===== config.mk =====
export PLATFORM = sky130hd
export DESIGN_NAME = cpu_core_param
export DESIGN_NICKNAME = d
export VERILOG_FILES = /design/src/rtl/cpu_core_param.sv
export SDC_FILE = /design/constraint.sdc
export NUM_CORES = 1
export LEC_CHECK = 0
export ABC_AREA = 1
export BUFFER_PORTS_ARGS = -buffer_cell sky130_fd_sc_hd__buf_2
export CAP_MARGIN = 30
export CORE_MARGIN = 4
export CORE_UTILIZATION = 29
export CTS_CLUSTER_DIAMETER = 100
export DETAILED_ROUTE_END_ITERATION = 8
export PLACE_DENSITY = 0.42
export SLEW_MARGIN = 20
export SYNTH_ARGS = -nofsm -noshare
export SYNTH_HDL_FRONTEND = slang
export SYNTH_SLANG_ARGS = --single-unit

===== constraint.sdc =====
create_clock -name clk -period 4.1 [get_ports clk]
set_input_delay 0.41 -clock clk [delete_from_list [all_inputs] [get_ports clk]]
set_output_delay 0.41 -clock clk [all_outputs]
set_load 0.01 [all_outputs]

===== src/rtl/cpu_core_param.sv =====
// Parametrised single-issue CPU core: one instruction per valid/ready handshake,
// multi-cycle shift-add MUL, keyed rotate-XOR ENC/DEC, carry/zero/illegal flags.
module cpu_core_param #(
    parameter int unsigned WIDTH   = 19,
    parameter int unsigned REG_AW  = 4,
    parameter int unsigned ENC_KEY = 32'h15A5A,
    parameter int unsigned ENC_ROT = 3
) (
    input  logic             clk,
    input  logic             rst,
    input  logic [WIDTH-1:0] instruction,
    input  logic             instr_valid,
    output logic             instr_ready,
    output logic [WIDTH-1:0] pc,
    output logic [WIDTH-1:0] data_out,
    output logic [WIDTH-1:0] addr,
    output logic             done,
    output logic             carry,
    output logic             zero,
    output logic             illegal
);
    localparam int unsigned NREGS = 2**REG_AW;
    localparam int unsigned IMM_W = WIDTH - 5 - REG_AW;
    localparam int unsigned JT_W  = WIDTH - 5;
    localparam int unsigned CNT_W = $clog2(WIDTH);
    localparam logic [WIDTH-1:0] KEY = WIDTH'(ENC_KEY);

    localparam logic [4:0] OP_ADD = 5'b00000;
    localparam logic [4:0] OP_SUB = 5'b00001;
    localparam logic [4:0] OP_MUL = 5'b00010;
    localparam logic [4:0] OP_INC = 5'b00011;
    localparam logic [4:0] OP_DCR = 5'b00100;
    localparam logic [4:0] OP_AND = 5'b00110;
    localparam logic [4:0] OP_OR  = 5'b00111;
    localparam logic [4:0] OP_XOR = 5'b01000;
    localparam logic [4:0] OP_NOT = 5'b01001;
    localparam logic [4:0] OP_JMP = 5'b01010;
    localparam logic [4:0] OP_JZ  = 5'b01011;
    localparam logic [4:0] OP_LDI = 5'b01100;
    localparam logic [4:0] OP_NOP = 5'b01111;
    localparam logic [4:0] OP_ENC = 5'b10010;
    localparam logic [4:0] OP_DEC = 5'b10011;

    typedef enum logic {IDLE, MULT} state_t;

    state_t              state;
    logic [WIDTH-1:0]    regs [NREGS];
    logic [WIDTH-1:0]    m_a, m_b, m_acc, m_next;
    logic [REG_AW-1:0]   m_rd;
    logic [CNT_W-1:0]    cnt;

    logic [4:0]          op;
    logic [REG_AW-1:0]   rd, rs1, rs2;
    logic [WIDTH-1:0]    imm, jtgt, a, b, d;
    logic [WIDTH:0]      sum;
    logic [WIDTH-1:0]    res, tgt;
    logic                res_c, wr, legal, take;

    function automatic logic [WIDTH-1:0] rotl(input logic [WIDTH-1:0] x);
        return (x << ENC_ROT) | (x >> (WIDTH - ENC_ROT));
    endfunction

    function automatic logic [WIDTH-1:0] rotr(input logic [WIDTH-1:0] x);
        return (x >> ENC_ROT) | (x << (WIDTH - ENC_ROT));
    endfunction

    // Field decode and operand read (old register values, so rd==rs1 is safe)
    assign op     = instruction[WIDTH-1 -: 5];
    assign rd     = instruction[WIDTH-6 -: REG_AW];
    assign rs1    = instruction[WIDTH-6-REG_AW -: REG_AW];
    assign rs2    = instruction[WIDTH-6-2*REG_AW -: REG_AW];
    assign imm    = WIDTH'(instruction[IMM_W-1:0]);
    assign jtgt   = WIDTH'(instruction[JT_W-1:0]);
    assign a      = regs[rs1];
    assign b      = regs[rs2];
    assign d      = regs[rd];
    assign sum    = {1'b0, a} + {1'b0, b};
    assign m_next = m_acc + (m_b[0] ? m_a : '0);

    // Single-cycle execute for everything except MUL
    always_comb begin
        res   = '0;
        res_c = 1'b0;
        wr    = 1'b0;
        legal = 1'b1;
        take  = 1'b0;
        tgt   = '0;
        case (op)
            OP_ADD: begin res = sum[WIDTH-1:0];     res_c = sum[WIDTH]; wr = 1'b1; end
            OP_SUB: begin res = a - b;              res_c = (a < b);    wr = 1'b1; end
            OP_MUL: ;
            OP_INC: begin res = a + WIDTH'(1);      res_c = &a;         wr = 1'b1; end
            OP_DCR: begin res = a - WIDTH'(1);      res_c = ~|a;        wr = 1'b1; end
            OP_AND: begin res = a & b;              wr = 1'b1; end
            OP_OR:  begin res = a | b;              wr = 1'b1; end
            OP_XOR: begin res = a ^ b;              wr = 1'b1; end
            OP_NOT: begin res = ~a;                 wr = 1'b1; end
            OP_JMP: begin take = 1'b1;              tgt = jtgt; end
            OP_JZ:  begin take = ~|d;               tgt = imm;  end
            OP_LDI: begin res = imm;                wr = 1'b1; end
            OP_NOP: ;
            OP_ENC: begin res = rotl(a) ^ KEY;      wr = 1'b1; end
            OP_DEC: begin res = rotr(a ^ KEY);      wr = 1'b1; end
            default: legal = 1'b0;
        endcase
    end

    always_ff @(posedge clk) begin
        if (rst) begin
            state       <= IDLE;
            instr_ready <= 1'b1;
            pc          <= '0;
            data_out    <= '0;
            addr        <= '0;
            done        <= 1'b0;
            carry       <= 1'b0;
            zero        <= 1'b0;
            illegal     <= 1'b0;
            m_a         <= '0;
            m_b         <= '0;
            m_acc       <= '0;
            m_rd        <= '0;
            cnt         <= '0;
            for (int i = 0; i < NREGS; i++) regs[i] <= '0;
        end else begin
            done <= 1'b0;
            case (state)
                IDLE: begin
                    if (instr_valid) begin
                        if (op == OP_MUL) begin
                            m_a         <= a;
                            m_b         <= b;
                            m_acc       <= '0;
                            m_rd        <= rd;
                            cnt         <= '0;
                            state       <= MULT;
                            instr_ready <= 1'b0;
                        end else begin
                            if (wr) begin
                                regs[rd] <= res;
                                data_out <= res;
                                addr     <= WIDTH'(rd);
                                carry    <= res_c;
                                zero     <= (res == '0);
                            end
                            if (take) begin
                                pc   <= tgt;
                                addr <= tgt;
                            end else begin
                                pc <= pc + WIDTH'(1);
                            end
                            if (!legal) illegal <= 1'b1;
                            done <= 1'b1;
                        end
                    end
                end
                MULT: begin
                    // One partial product per edge; last step retires directly
                    m_acc <= m_next;
                    m_a   <= m_a << 1;
                    m_b   <= m_b >> 1;
                    cnt   <= cnt + CNT_W'(1);
                    if (cnt == CNT_W'(WIDTH - 1)) begin
                        regs[m_rd]  <= m_next;
                        data_out    <= m_next;
                        addr        <= WIDTH'(m_rd);
                        zero        <= (m_next == '0);
                        pc          <= pc + WIDTH'(1);
                        done        <= 1'b1;
                        instr_ready <= 1'b1;
                        state       <= IDLE;
                    end
                end
                default: state <= IDLE;
            endcase
        end
    end
endmodule


==> flow_summary.json <==
{
  "worstPathMaxFanout": 8,
  "drt_iter0_drc": 3295,
  "maxCapViolCount": 0,
  "n_antenna_cell": 0,
  "syn_area_per_cell_um2": 7.20,
  "grt_max_degree": 64,
  "final_max_slew_viol_count": 0,
  "syn2layout_area_growth_pct": 31.5,
  "setup_violations": 0,
  "nets": 4789,
  "synth_edf_count": 304,
  "io_pins": 84,
  "end_kind": "register",
  "worst_slack_ns": 0.0403,
  "met1Wirelength_um": 67900,
  "fp.dieW_um": 329,
  "grtUsageTotal": 0.266,
  "holdWs_ns": 0.206,
  "critPathMaxStageDelay_ns": 0.41,
  "dr_wl_met2_um": 66900,
  "ys_seq_area_frac": 0.388,
  "skew_ns": 0.0453,
  "fp-row-count": 117,
  "hold_viol": 0,
  "drc_errors": 0,
  "cts_tree": "yes",
  "power_density_nw_per_um2": 352,
  "drive_gt1_frac": 0.238,
  "finalWirelength_um": 152000,
  "dpl_cell_area_um2": 36200,
  "run_status": "completed",
  "synth_async_sr_flop_share": 0,
  "cts_root_buf": "clkbuf_16",
  "clock_latency_ns": 0.66,
  "relSlewSlack": 0.407,
  "wl_per_cell_um": 25.0,
  "total_power_mw": 13.8,
  "grt_pass1_vias": 29777,
  "cts_buffers": 53,
  "cp.required_ns": 4.49,
  "layout_common_cells": "nand2_1 (803), buf_4 (576), nor2_1 (526)",
  "gp_congestion": 1.02,
  "met3_length_um": 10500,
  "crit_family": "simple AND/OR/NAND/NOR gates",
  "critPathMostFrequentCell": "buf_4",
  "drtAntennaViolNets": 0,
  "finalCritPeriodShare": 0.990,
  "clock_sinks": 428,
  "start_kind": "register",
  "final_common_cell": "nand2_1",
  "slowest_stage": "edfxtp_1",
  "ys_warn_count": 0,
  "highest_layer": "met4",
  "die_area_um2": 108000,
  "synth_cell_types": 58,
  "htreeDepth": 2,
  "firstDrtPassIters": 7,
  "netlist_area_um2": 29900,
  "hold_path.class": "primary input to register",
  "fmax_ghz": 0.246,
  "path_buf_inv": 6,
  "grt-ovfl-total": 0,
  "ys_ff_latch": 428,
  "dp_hpwl_um": 114000,
  "initial_utilization": 0.293,
  "core_um2": 102000,
  "netlist_instances": 4153,
  "ys.flop_type": "edfxtp_1",
  "p_leak_nw": 16.8,
  "grt_pass1_wl_um": 211000,
  "die_y_um": 329,
  "vias": 31973,
  "vias_per_cell": 5.26,
  "port_buffers": 78,
  "peakVddDrop_v": 0.000252,
  "worstPathArrival_ns": 4.45,
  "period_needed_ns": 4.06,
  "cts.path.max_buffers": 3,
  "worst_pin_slew_ns": 0.889,
  "crit_type": "register to register",
  "dpl_worst_slack_ns": -0.817,
  "final_cell_area_um2": 39300,
  "antenna_found_initial": 1,
  "clkTransAtPathRegs_ns": 0.06,
  "fillers": 10843,
  "rsz0062_at_grt": "true",
  "cp_cell_sequence": "buf_4 > o211ai_1 > nand3_2 > nand3_4 > nand2_4 > buf_4 > ha_1 > a21oi_2 > buf_4 > o21ai_0 > nand2_1 > buf_4 > nand4_1 > nand3_1 > nand2_1 > inv_1 > nand2_1 > o21ai_4 > clkbuf_16 > nor2_1"
}
metal layers:
layer	up-vias	GRT usage
li1	15168	-
met1	15339	0.375
met2	1207	0.416
met3	259	0.0351
met4	0	0.102
met5	-	0
per-stage QoR:
stage,std cells,setup TNS (ns),utilization
after floorplan,4157,0,-
after global placement,5956,-121.74,0.355
after CTS,6054,0,0.373
after detailed placement,5956,-123.40,0.355
after global routing,6079,-2.58,0.385
final,6079,0,0.385
worst paths after layout:
| kind | from | endpoint | slack (ns) | cells after the start |
|---|---|---|---|---|
| hold / removal | rst | cnt[1] | 0.21 | 3 |
| hold reg to reg | illegal | illegal | 0.45 | 2 |
| setup reg to reg | regs[4][2] | regs[7][10] | 0.04 | 20 |
| setup / recovery | regs[4][2] | regs[7][10] | 0.04 | 20 |
logic make-up after synthesis:
group | Yosys count | share of synthesized area
compound gates | 990 | 0.186
xor+xnor | 30 | 0.00879
fa+ha+maj | 99 | 0.0424
buf+inv | 682 | 0.0992
flops | 428 | 0.388
other cells | 1 | 0.000125
simple gates | 1923 | 0.275
worst min-delay path, stage by stage:
cell,delay [ns]
buf_2,0.13
buf_4,0.22
a21oi_1,0.05
final cells by class:
type / instances / area [µm²] / area share
clock inverters: 33 / 314 / 0.00799
flip-flops and latches: 428 / 11600 / 0.295
multi-input cells: 3047 / 16300 / 0.416
repair buffers: 734 / 6370 / 0.162
clock buffers: 65 / 1420 / 0.0362
inverters: 404 / 1520 / 0.0387
well taps: 1368 / 1710 / 0.0436
report_power, final:
part,switching [mW],internal (mW),leakage [nW]
clock,2.10,2.68,0.850
combinational,2.55,1.62,11.8
sequential,0.114,4.77,4.15
cell usage after synthesis (19+ instances only):
master / n / area [µm²]
a21oi_1: 335 / 1680
a31oi_1: 60 / 375
buf_2: 76 / 380
buf_4: 44 / 330
buf_6: 19 / 214
clkbuf_1: 126 / 473
dfxtp_1: 124 / 2480
edfxtp_1: 304 / 9130
ha_1: 95 / 1190
inv_1: 378 / 1420
inv_2: 21 / 78.8
nand2_1: 821 / 3080
nand3_1: 369 / 1850
nand4_1: 36 / 225
nor2_1: 545 / 2050
nor3_1: 26 / 130
nor4_1: 41 / 257
o211ai_1: 100 / 751
o21ai_0: 390 / 1950
o22ai_1: 20 / 125
or2_2: 37 / 231
xor2_1: 22 / 193
repair_timing:
action | 4_1_cts | 5_1_grt
pin swaps | 0 | 49
resized for setup | 30 | 244
hold buffers | 0 | 0
setup buffers | 0 | 18
endpoints found under the setup margin | 187 | 266
cloned | 0 | 7
state kept, by name, indices dropped and copies added (netlist names):
name         cells
addr            14
carry            1
cnt              5
data_out        19
done             1
illegal          1
instr_ready      1
m_a             19
m_acc           19
m_b             19
m_rd             4
pc              19
regs           304
state            1
zero             1
No activity file was read; power rests on OpenSTA's default activity.
